==> src/rtl/alu_dispatch.sv <==
// In-order issue stage for the alu: queues tagged requests, issues one at a time, returns tagged results.
// Fast op: response 4 cycles after accept (slow cmds 6/7 add SLOW_WAIT); req_ready falls when the FIFO is full.
module alu_dispatch #(
  parameter int DEPTH     = 4,
  parameter int TAG_W     = 4,
  parameter int SLOW_WAIT = 2
) (
  input  logic                       clk,
  input  logic                       reset,
  input  logic                       req_valid,
  output logic                       req_ready,
  input  logic [2:0]                 req_cmd,
  input  logic                       req_size,
  input  logic [31:0]                req_a,
  input  logic [31:0]                req_b,
  input  logic [TAG_W-1:0]           req_tag,
  output logic                       alu_valid,
  output logic [2:0]                 alu_command,
  output logic                       alu_size,
  output logic [31:0]                alu_in_a,
  output logic [31:0]                alu_in_b,
  input  logic [31:0]                alu_result,
  input  logic [1:0]                 alu_signal,
  output logic                       rsp_valid,
  input  logic                       rsp_ready,
  output logic [31:0]                rsp_result,
  output logic [1:0]                 rsp_signal,
  output logic [TAG_W-1:0]           rsp_tag,
  output logic                       busy,
  output logic [$clog2(DEPTH):0]     fifo_count
);

  localparam int AW = $clog2(DEPTH);
  localparam int CW = $clog2(DEPTH) + 1;
  localparam int WW = $clog2(SLOW_WAIT + 1);
  localparam int EW = 3 + 1 + 32 + 32 + TAG_W;

  localparam logic [2:0] IDLE    = 3'd0;
  localparam logic [2:0] SETUP   = 3'd1;
  localparam logic [2:0] ISSUE   = 3'd2;
  localparam logic [2:0] CAPTURE = 3'd3;
  localparam logic [2:0] RSP     = 3'd4;

  logic [EW-1:0]    mem [DEPTH];
  logic [AW-1:0]    wr_ptr, rd_ptr;
  logic [CW-1:0]    count;
  logic             push, pop;
  logic [2:0]       state;
  logic [WW-1:0]    wait_cnt;

  logic [2:0]       head_cmd;
  logic             head_size;
  logic [31:0]      head_a, head_b;
  logic [TAG_W-1:0] head_tag;

  logic [2:0]       op_cmd;
  logic             op_size;
  logic [31:0]      op_a, op_b;
  logic [TAG_W-1:0] op_tag;

  assign req_ready = (count < CW'(DEPTH));
  assign push      = req_valid && req_ready;
  assign pop       = (state == IDLE) && (count != '0);
  assign {head_cmd, head_size, head_a, head_b, head_tag} = mem[rd_ptr];

  // Storage carries no reset: entries are only read when count says they are valid.
  always_ff @(posedge clk) begin
    if (push) mem[wr_ptr] <= {req_cmd, req_size, req_a, req_b, req_tag};
  end

  always_ff @(posedge clk or negedge reset) begin
    if (!reset) begin
      wr_ptr <= '0;
      rd_ptr <= '0;
      count  <= '0;
    end else begin
      if (push) wr_ptr <= wr_ptr + AW'(1);
      if (pop)  rd_ptr <= rd_ptr + AW'(1);
      case ({push, pop})
        2'b10:   count <= count + CW'(1);
        2'b01:   count <= count - CW'(1);
        default: count <= count;
      endcase
    end
  end

  always_ff @(posedge clk or negedge reset) begin
    if (!reset) begin
      state      <= IDLE;
      wait_cnt   <= '0;
      op_cmd     <= '0;
      op_size    <= 1'b0;
      op_a       <= '0;
      op_b       <= '0;
      op_tag     <= '0;
      rsp_result <= '0;
      rsp_signal <= '0;
      rsp_tag    <= '0;
    end else begin
      case (state)
        IDLE: begin
          if (pop) begin
            op_cmd  <= head_cmd;
            op_size <= head_size;
            op_a    <= head_a;
            op_b    <= head_b;
            op_tag  <= head_tag;
            // Multiplier and count-ones paths are registered and need settled operands.
            if (head_cmd[2:1] == 2'b11) begin
              state    <= SETUP;
              wait_cnt <= WW'(SLOW_WAIT);
            end else begin
              state <= ISSUE;
            end
          end
        end
        SETUP: begin
          wait_cnt <= wait_cnt - WW'(1);
          if (wait_cnt == WW'(1)) state <= ISSUE;
        end
        ISSUE: state <= CAPTURE;
        CAPTURE: begin
          rsp_result <= alu_result;
          rsp_signal <= alu_signal;
          rsp_tag    <= op_tag;
          state      <= RSP;
        end
        RSP: begin
          if (rsp_ready) state <= IDLE;
        end
        default: state <= IDLE;
      endcase
    end
  end

  assign alu_valid   = (state == ISSUE);
  assign alu_command = op_cmd;
  assign alu_size    = op_size;
  assign alu_in_a    = op_a;
  assign alu_in_b    = op_b;
  assign rsp_valid   = (state == RSP);
  assign busy        = (state != IDLE);
  assign fifo_count  = count;

endmodule

==> config.mk <==
export PLATFORM = sky130hd
export DESIGN_NAME = alu_dispatch
export DESIGN_NICKNAME = d
export VERILOG_FILES = /design/src/rtl/alu_dispatch.sv
export SDC_FILE = /design/constraint.sdc
export NUM_CORES = 1
export LEC_CHECK = 0
export CORE_MARGIN = 5
export CORE_UTILIZATION = 30
export CTS_BUF_LIST = sky130_fd_sc_hd__clkbuf_8
export DETAILED_ROUTE_END_ITERATION = 8
export GPL_ROUTABILITY_DRIVEN = 0
export GPL_TIMING_DRIVEN = 1
export SLEW_MARGIN = 0
export SYNTH_ARGS = -nofsm -noshare
export SYNTH_HDL_FRONTEND = slang
export SYNTH_SLANG_ARGS = --single-unit
==> constraint.sdc <==
create_clock -name clk -period 9.08 [get_ports clk]
set_input_delay 1.816 -clock clk [delete_from_list [all_inputs] [get_ports clk]]
set_output_delay 1.816 -clock clk [all_outputs]
set_load 0.05 [all_outputs]
==> run summary, run 1 <==
The area enclosed by the die boundary came out at roughly 56000 um^2. On the worst path, the slowest cell contributes a delay of 780 ps. The routed wirelength normalized by instance count is between 15 and 20 um. The H-tree depth reported by CTS came out at 3. After the first detailed-routing iteration, the DRC count stood at ~280.

The simple-gate portion of the synthesized area is between 1 and 1.5%. The buffer type at the clock tree root is clkbuf_8. The total area inside the core boundary comes to just over 50000 um^2. The number of buffers added on ports came out at between 200 and 250. The TritonCTS buffer count is 74. The path category of the worst min-delay check is register to register. The number of hold violations in the final report was 0.

The average vias per placed instance came out at around 4.4. The library cell used most frequently in the layout, excluding fill and tap cells, is edfxtp_1. The worst path meets setup with approximately 4900 ps of slack. The floorplan has between 80 and 90 rows.

The synthesized netlist devotes 0.486% of its cell area to compound gates. The arrival time reported for the critical path endpoint is roughly 2400 ps. The floorplan step set the die height to about 240 um. The power density normalized to cell area is between 300 and 400 nW/um^2.

Sorting the synthesized cells by area gives the leading types as edfxtp_1, dfrtp_1, mux4_2. The critical path in this run is classified as register to output port. The routed layout has about 7400 vias. The flow ran to the end, and the final reports show no timing, DRC or antenna violations.

The first global-routing pass estimated between 50000 and 60000 um of wire. The top-area cell type share of the netlist area came out at approximately 56%. The count of unique library cells instantiated by Yosys is 38. The clock transition time at the flip-flop clock pins of the worst setup and hold paths is approximately 60 ps. In the final layout, the multi-input gates occupy between 3000 and 4000 um^2. The transition time of the tightest slew-check pin came out at between 1000 and 1500 ps. The number of endpoints failing setup at the final stage came out at 0. The average instance in the mapped netlist occupies around 23 um^2. The synthesized netlist devotes 0.340% of its cell area to XOR and XNOR gates. The initial antenna violation count is 6. The number of routed nets with antenna violations is 0. STA classifies the critical path endpoint as an output port. In this run the worst path has a maximum fanout of 9.

Clock tree synthesis found a total of slightly above 400 sinks. At the placement stage, the worst setup path has a slack of around 4700 ps. The max-cap violation count is 0. The number of global-route vias before repair came to 8200.

The remaining max-slew budget at the tightest pin came out at a little under a quarter. The slowest stage of the critical path is the clkdlybuf4s50_1 cell. In the layout the commonest cells are edfxtp_1, clkdlybuf4s50_1, dfrtp_1, clkbuf_8, mux4_2. The share of the clock period used by the worst path after layout came out at between 40% and 50%. The final HPWL from detailed placement came out at about 20000 um. The net count after synthesis came out at about 800.

The signal on the critical path passes through or3_1, clkdlybuf4s50_1. STA classifies the critical path startpoint as a register. The count of warnings emitted by yosys came out at 0.

TritonCTS built the clock tree. For the worst-skew pair, the clock arrives at the later sink with an insertion delay of between 600 and 700 ps. The clock skew after layout came out at roughly 33 ps. The adder and majority gate portion of the synthesized area came out at 0.615%. The total length of routed wires is 32700 um. The initial core utilization came out at between 30 and 40%. The highest attainable clock frequency came out at 237 MHz. The number of setup buffers added after CTS came out at 0.

Across the whole layout, storage elements account for 11700 um^2. The number of gates resized after CTS came out at 0. The summed negative setup slack over all endpoints came out at 0 ps. The residual overflow from global routing is 0. Global routing used roughly an eighth of the available tracks across all layers. The multiplexer share of the synthesized area is 19.8%. The total count of max-transition violations in the final report is 0. In this run the cell area measured after placement is about 18000 um^2.

Of all cell types, the one taking the most synthesized area is edfxtp_1. The cell leakage power is roughly 7.1 nW. The post-synthesis register bit count is ~400. In the routed design, unresolved DRC markers number 0. The post-synthesis instance total came out at 685. The worst-case vdd ir drop is ~0.21 mV.

The fill cell instance count of the final layout came out at approximately 4700. In this design, the largest share of critical-path delay is due to buffers and inverters. The post-synthesis to final-layout area growth came out at 27.8%. The critical path buffer and inverter count is 1. The length of the first detailed-routing pass in iterations is 4. For the worst setup path, the data required time is about 7300 ps.

~220 I/O pins were placed. The final hold slack is between 400 and 500 ps. The netlist area before placement is around 15000 um^2. The die span in x is 237 um. The number of buffers inserted for hold repair after clock tree synthesis came out at 0.

Of the synthesized area, sequential elements account for 75.7%. The design area is between 15000 and 20000 um^2. Setup repair after global routing left no endpoint under its margin.

The smallest clock period supported by the final layout is computed as 4230 ps. The fraction of final layout cells with drive strength greater than 1 is between 20% and 30%. By area, the combinational part of the netlist is dominated by multiplexers. The maximum clock insertion buffer count came out at 3. The largest net degree at the start of global routing came out at 73. The net count of the finished layout is around 1100.
-- power by group --
part,leakage (nW),internal [W],switching [W]
clock network,0.815,0.000866,0.000752
logic,2.21,0.00133,0.00170
registers,4.04,0.00251,0.000286
-- worst register-to-register path, stage by stage, from the launching register on --
cell	delay [ps]
dfrtp_1	460
or3_1	560
nor2_8	570
buf_4	760
mux2_2	540
-- sequential cells by signal (all words and copies together), names as in the netlist, 3 cells and up --
register     cells
fifo_count       3
alu_in_a        32
alu_in_b        32
rsp_tag          4
op_tag           4
rsp_result      32
alu_command      3
mem            288
state            3
-- through the flow --
step	utilization, %	total power (W)	instances
after CTS	38.6	0.00760	1698
after detailed placement	35.8	0.00593	1563
after floorplan	-	0.00503	685
after global routing	38.6	0.00783	1698
after global placement	35.8	0.00591	1563
final	38.6	0.00745	1699
-- per-layer routing --
metal | global-route usage, % | part of all wire [%] | vias to the layer above
li1 | - | - | 3294
met1 | 14.6 | 42 | 3793
met2 | 18.5 | 48 | 247
met3 | 4.64 | 7.5 | 75
met4 | 3.99 | 2.3 | 10
met5 | 0 | 0.21 | -
-- path summary, 6_finish.rpt --
| path | end | cells past startpoint | slack (ps) | start |
|---|---|---|---|---|
| worst max-delay path | busy | 2 | 4850 | state[2] |
| worst min-delay path | alu_in_a[27] | 1 | 490 | alu_in_a[27] |
| worst max register to register | alu_in_a[2] | 4 | 6060 | state[2] |
| worst min register to register | alu_in_a[27] | 1 | 490 | alu_in_a[27] |
| max in group asynchronous | rd_ptr[1] | 2 | 6370 | reset |
| min in group asynchronous | rsp_result[21] | 1 | 1140 | reset |
-- cell type report --
class / count / share of cell area (%)
diodes: 1 / 0.0127
clock buffers: 79 / 5.50
clock inverters: 56 / 1.58
inverters: 10 / 0.190
multi-input cells: 232 / 17.5
flip-flops and latches: 410 / 59.3
well taps: 680 / 4.31
repair buffers: 231 / 11.6
-- cells in the mapped netlist (all sizes together) --
cell,count
a211o,1
a211oi,3
a21o,1
a21oi,1
a31oi,2
and2,5
buf,22
clkbuf,11
dfrtp,122
edfxtp,288
fa,1
ha,6
inv,10
mux2,110
mux2i,1
mux4,72
nand2,2
nand2b,1
nand3b,2
nor2,5
nor2b,1
nor3,3
nor3b,3
nor4,1
o21ai,2
o31a,1
or3,1
or4,1
xnor2,3
xor2,3
-- cell families (layout without fill, tap and decap cells) --
logic type                 after synthesis  count (layout)
DFF                                    410             410
muxes                                  183             183
buffers and inverters                   43             376
and+or+nand+nor                         25              25
AOI/OAI and AO/OA                       11              11
adders and majority gates                7               7
xor gates and xnor gates                 6               6
other                                    0               1
(Power assumes the default switching activity.)
==> run 2: changes to the inputs <==
- clock period: 9.08 -> 4.3 ns (I/O delays scaled with it)
==> run 2 against run 1 <==
Net effect:
- register-to-register slack got worse by 4500 ps
- sequential share of layout area shrank 0.053 points
- largest power group unchanged
- critical path type unchanged
- critical endpoint unchanged
- first-iteration DRC count rose by 48%
==> run summary, run 2 (synthesis results as in run 1) <==
The run finished with clean final reports. The clock skew after layout came to 34.4 ps (+0.994 ps). The clock transition time at the flip-flop clock pins of the worst setup and hold paths came out at 60 ps (about the same). The total clock sinks came to 410 (unchanged).

The transition time of the tightest slew-check pin is 865 ps (-284 ps). The number of buffers inserted for hold repair after clock tree synthesis came out at 0 (unchanged). The arrival time reported for the critical path endpoint came out at 2440 ps (+30 ps). The global-route wire length before repair is 51400 um (+2.3%). The average vias per placed instance came out at 4.39 (+0.47%).

The library cell used most frequently in the layout, excluding fill and tap cells, is edfxtp_1. The number of cell instances on the worst register-to-register path came out at 8 (+4). The largest fanout on the critical path came out at 9 (unchanged). In the finished design, the share of the clock period the worst path needs comes to approximately 77%. The buffer type at the clock tree root is clkbuf_8. The initial core utilization came out at 30.2% (unchanged). The register containing the most flip-flops in the final layout is mem. The TritonCTS buffer count came out at 71 (-4.1%). The vertical die dimension is 237 um (unchanged). The number of endpoints failing setup at the final stage is 0 (unchanged). The remaining max-slew budget at the tightest pin came to 42.3% (+19 points).

Setup repair after global routing left no endpoint under its margin. The number of buffers added on ports was 222 (unchanged). The total via count in the routed design came out at 7445 (+0.35%).

The die span in x came to 237 um (unchanged). The cell leakage power came out at 7.08 nW (+0.23%). The detailed-routing wirelength on met1 is 14400 um (+5.2%). Leaving out fill and tap cells, the most frequent cells in the layout are edfxtp_1, clkdlybuf4s50_1, dfrtp_1, clkbuf_8, mux4_2. The design area is 19800 um^2 (about the same). The sort of element at the end of the critical path is an output port.

The worst-case vdd ir drop came out at 0.445 mV (+110%). The path category of the worst min-delay check is primary input to async pin. TritonCTS built the clock tree. The number of flip-flops under the largest register name is 288 (unchanged). The worst setup path is of the register to output port kind. The power density normalized to cell area is 792 nW/um^2 (+110%).

The length of the first detailed-routing pass in iterations is 4 (unchanged). The setup slack of the worst register-to-register path is 1580 ps (-4480 ps). The worst-skew pair later-pin latency is 630 ps (about the same). The worst endpoint required time came out at 3440 ps (-3820 ps).

The final HPWL from detailed placement came out at 20700 um (+4.0%). The routed wirelength normalized by instance count was 19.8 um (+2.9%). The minimum clock period is about 3300 ps.

STA classifies the critical path startpoint as a register. The number of global-route vias before repair is 8308 (+1.3%). After detailed routing, no signal wire sits above met5. The DRC marker count from the first detailed-route iteration came out at 419 (+48%).

The largest net degree at the start of global routing came out at 84 (+15%). The summed negative setup slack over all endpoints came out at 0 ps (unchanged). The remaining routing DRC violations came out at 0 (unchanged). The residual overflow from global routing came out at 0 (unchanged). The number of routed nets with antenna violations is 0 (unchanged). The number of hold violations in the final report is 0 (unchanged). The max-cap violation count is 0 (unchanged). The H-tree depth reported by CTS is 3 (unchanged). The final hold slack came out at 303 ps (-187 ps).

The number of standard-cell rows in the floorplan came to 83 (unchanged). The number of setup buffers added after CTS is 0 (unchanged). The global-route total usage across every layer is 12.0% (+0.30 points).

The met2 wire length is 15900 um (+1.3%). The total power after layout came out at 0.0157 W (+110%). The post-synthesis to final-layout area growth came out at 27.9% (about the same). The total count of max-transition violations in the final report is 0 (unchanged). The number of gates resized after CTS came to 0 (unchanged). The highest attainable clock frequency is between 300 and 400 MHz. The final-stage net count was 1075 (-0.093%). The initial antenna violation count is 3 (-3). The core area is 51200 um^2 (unchanged). The maximum clock insertion buffer count came out at 3 (unchanged). The area enclosed by the die boundary came to 56200 um^2 (unchanged). The count of boundary I/O pins came out at 223 (unchanged). The total length of routed wires came out at 33600 um (+2.8%). The total met3 wirelength after detailed routing came out at 2490 um (+1.3%). The fraction of final layout cells with drive strength greater than 1 was 28.2% (-0.24 points). The total placed instance area came out at 18400 um^2 (+0.49%).
==> run 2: changes by cell type in the layout (fill, tap and decap cells not counted) <==
cell / previous run / this run
buf_12: 0 / 6
buf_4: 9 / 5
bufinv_16: 2 / 0
clkinv_1: 8 / 4
clkinv_2: 10 / 6
clkinv_4: 0 / 1
clkinv_8: 1 / 0
clkinvlp_4: 5 / 3
inv_1: 39 / 44
inv_6: 1 / 4
==> run 2: critical path: stages (launching register included) <==
cell and delay (ps):
dfrtp_1 470, or3_1 560, clkdlybuf4s50_1 790
==> run 2: stage by stage <==
stage / setup slack, ps / utilization [%] / std cells
after floorplan: 940 / - / 685
after global placement: 1100 / 36.0 / 1565
after detailed placement: 1080 / 36.0 / 1565
after CTS: 928 / 38.6 / 1696
after global routing: 882 / 38.6 / 1696
final: 1000 / 38.6 / 1697
==> run 2: power breakdown <==
group | total, W | leakage (nW) | switching (W) | internal (W)
Sequential | 0.00593 | 4.04 | 0.000645 | 0.00528
Clock | 0.00327 | 0.802 | 0.00157 | 0.00170
Combinational | 0.00646 | 2.24 | 0.00361 | 0.00286
Total | 0.0157 | 7.08 | 0.00582 | 0.00984
==> run 2: cell type report <==
type,count,area (um^2)
multi-input cells,232,3460
clock buffers,79,1090
inverters,10,37.5
clock inverters,52,239
flip-flops and latches,410,11700
diodes,1,2.50
fillers,4690,31400
well taps,680,851
repair buffers,233,2380
==> run 2: final timing paths <==
| check | start | end |
|---|---|---|
| min | reset | rsp_result[16] |
| max in group asynchronous | reset | rd_ptr[0] |
| min in group clk | wait_cnt[0] | wait_cnt[0] |
| min reg2reg | wait_cnt[0] | wait_cnt[0] |
| max reg2reg | state[2] | fifo_count[2] |
| max | state[2] | busy |
==> run 2: layer usage <==
| layer | vias up | track usage [%] |
|---|---|---|
| li1 | 3294 | - |
| met1 | 3836 | 15.3 |
| met2 | 247 | 19.0 |
| met3 | 64 | 4.19 |
| met4 | 4 | 4.32 |
| met5 | - | 0 |
==> run 3: changes to the inputs <==
- clock period: 4.3 -> 3.2 ns (I/O delays scaled with it)
==> run 3 against run 2 <==
Net effect:
- critical path depth did not move
- die area did not move
- register-to-register slack got worse by 680 ps
- sequential share of layout area fell by 0.49 points
- setup slack got worse by 860 ps
- count of clock-buffer cells in the layout fell by 3
- largest cell class unchanged
- largest power group unchanged
- highest routed layer unchanged
==> run summary, run 3 (synthesis results as in run 1) <==
The flow ran to the end, and the final reports show no timing, DRC or antenna violations. The final-stage net count is 1082 (+0.65%). After layout, the minimum clock period comes to between 3000 and 4000 ps.

The summed negative setup slack over all endpoints came out at 0 ps (unchanged). The fill cell instance count of the final layout came out at 4660 (-0.64%). The core area was 51200 um^2 (unchanged).

The arrival time reported for the critical path endpoint came out at 2420 ps (-20 ps). The critical setup path kind is register to output port. The design area is 19900 um^2 (+0.84%).

Setup repair after global routing left no endpoint under its margin. The number of routed nets with antenna violations came to 0 (unchanged). The remaining routing DRC violations came out at 0 (unchanged). The total placed instance area came to 18600 um^2 (+0.65%). The commonest non-fill, non-tap cell in the layout is edfxtp_1. The worst endpoint required time came out at 2560 ps (-880 ps).

The maximum clock insertion buffer count came out at 3 (unchanged). The number of global-route vias before repair is 8222 (-1.0%). The worst-case vdd ir drop was 0.604 mV (+36%). The worst-skew pair later-pin latency came out at 630 ps (about the same). The residual overflow from global routing came to 0 (unchanged). The total length of routed wires is 32800 um (-2.2%). The highest attainable clock frequency is between 300 and 400 MHz. The max-cap violation count is 0 (unchanged). The total via count in the routed design was 7408 (-0.50%).

The DRC marker count from the first detailed-route iteration came to 445 (+6.2%). The cell leakage power is 7.15 nW (+1.0%). The number of flip-flops under the largest register name came out at 288 (unchanged). The power density normalized to cell area is 1070 nW/um^2 (+35%). The final hold slack came out at 138 ps (-165 ps). The vertical die dimension came to 237 um (unchanged). The number of standard-cell rows in the floorplan is 83 (unchanged). From synthesis to final layout, the design area changed by 29.0%.

The number of endpoints failing setup at the final stage is 0 (unchanged). The clock transition time at the flip-flop clock pins of the worst setup and hold paths was 60 ps (about the same). The worst setup path is launched from a register. The number of buffers inserted for hold repair after clock tree synthesis is 0 (unchanged). The met2 usage in global routing came to 18.2% (-0.79 points).

The routing usage on met1 is 15.7% (+0.42 points). In the finished design, the share of the clock period the worst path needs comes to between 90% and 100%. The initial core utilization is 30.2% (unchanged). The number of cell instances on the worst register-to-register path was 8 (unchanged). The sort of element at the end of the critical path is an output port. TritonCTS built the clock tree. The routed wirelength normalized by instance count was 19.3 um (-2.6%).

The transition time of the tightest slew-check pin is 937 ps (+71.9 ps). The number of hold violations in the final report is 0 (unchanged). The TritonCTS buffer count is 72 (+1.4%). The count of boundary I/O pins is 223 (unchanged). The number of gates resized after CTS was 0 (unchanged).

The final HPWL from detailed placement came to 20300 um (-1.8%). The fraction of final layout cells with drive strength greater than 1 is 28.4% (+0.17 points). The global-route wire length before repair is 50700 um (-1.4%). The largest net degree at the start of global routing came to 89 (+6.0%).

The clock skew after layout is 26.1 ps (-8.30 ps). The buffer type at the clock tree root is clkbuf_8. The length of the first detailed-routing pass in iterations is 4 (unchanged).

The number of setup buffers added after CTS came out at 0 (unchanged). In this run the most used layer during global routing was met2. The global-route total usage across every layer came out at 11.8% (-0.16 points). The die span in x came to 237 um (unchanged).

The H-tree depth reported by CTS is 3 (unchanged). The total clock sinks came out at 410 (unchanged). The number of diodes came out at 0 (-1). mem holds more flip-flops than any other register. The remaining max-slew budget at the tightest pin came out at 37.5% (-4.8 points). The largest fanout on the critical path came to 9 (unchanged). The area enclosed by the die boundary came out at 56200 um^2 (unchanged). The met3 global-route usage came to 3.98% (-0.21 points). The total count of max-transition violations in the final report came out at 0 (unchanged). The top cell types in the final layout, fill and taps aside, are edfxtp_1, clkdlybuf4s50_1, dfrtp_1, clkbuf_8, mux4_2. The number of buffers added on ports was 222 (unchanged). The initial antenna violation count came out at 2 (-1).

The path category of the worst min-delay check is primary input to async pin. The average vias per placed instance is 4.35 (-0.91%).
==> run 3: cell types whose count changed in the layout (fill, tap and decap cells not counted), moves of 2 or more <==
cell       previous run  this run
clkbuf_8             79        76
buf_12                6        12
bufinv_16             0         2
clkinv_8              0         2
clkinv_1              4         9
==> run 3: final timing paths <==
check / startpoint / to / slack [ps]
worst max-delay path: state[2] / busy / 140
worst min-delay path: reset / rsp_result[27] / 140
worst max register to register: state[2] / fifo_count[2] / 900
worst min register to register: alu_command[1] / alu_command[1] / 490
max in group asynchronous: reset / rsp_result[2] / 2300
min in group clk: alu_command[1] / alu_command[1] / 490
==> run 3: layout make-up <==
cell class	instances	area (um^2)	share of cell area, %
flip-flops and latches	410	11700	58.7
multi-input cells	232	3460	17.4
repair buffers	239	2500	12.5
clock buffers	76	1050	5.25
well taps	680	851	4.27
clock inverters	57	328	1.64
inverters	10	37.5	0.188
==> run 3: through the flow <==
stage          setup WS, ps  instances  total power (W)  utilization, %
2_1_floorplan          50.4        685           0.0143               -
3_3_place_gp            568       1571           0.0169            36.3
3_5_place_dp            583       1571           0.0170            36.3
4_1_cts                67.6       1704           0.0217            38.9
5_1_grt                9.05       1704           0.0224            38.9
6_report                142       1704           0.0212            38.9
==> run 3: report_power, final <==
group	leakage [nW]	switching [W]	internal (W)
Combinational	2.29	0.00491	0.00391
Clock	0.818	0.00211	0.00239
Sequential	4.04	0.000817	0.00710
Total	7.15	0.00784	0.0134
==> run 3: worst max-delay path: stages (launching register included) <==
cell and delay [ps]:
dfrtp_1 460, or3_1 550, clkdlybuf4s50_1 770
==> run 3: metal layers <==
layer	up-vias	routed length, um
met5	-	25
met4	4	637
met3	50	2320
met2	244	15200
met1	3799	14700
li1	3311	-
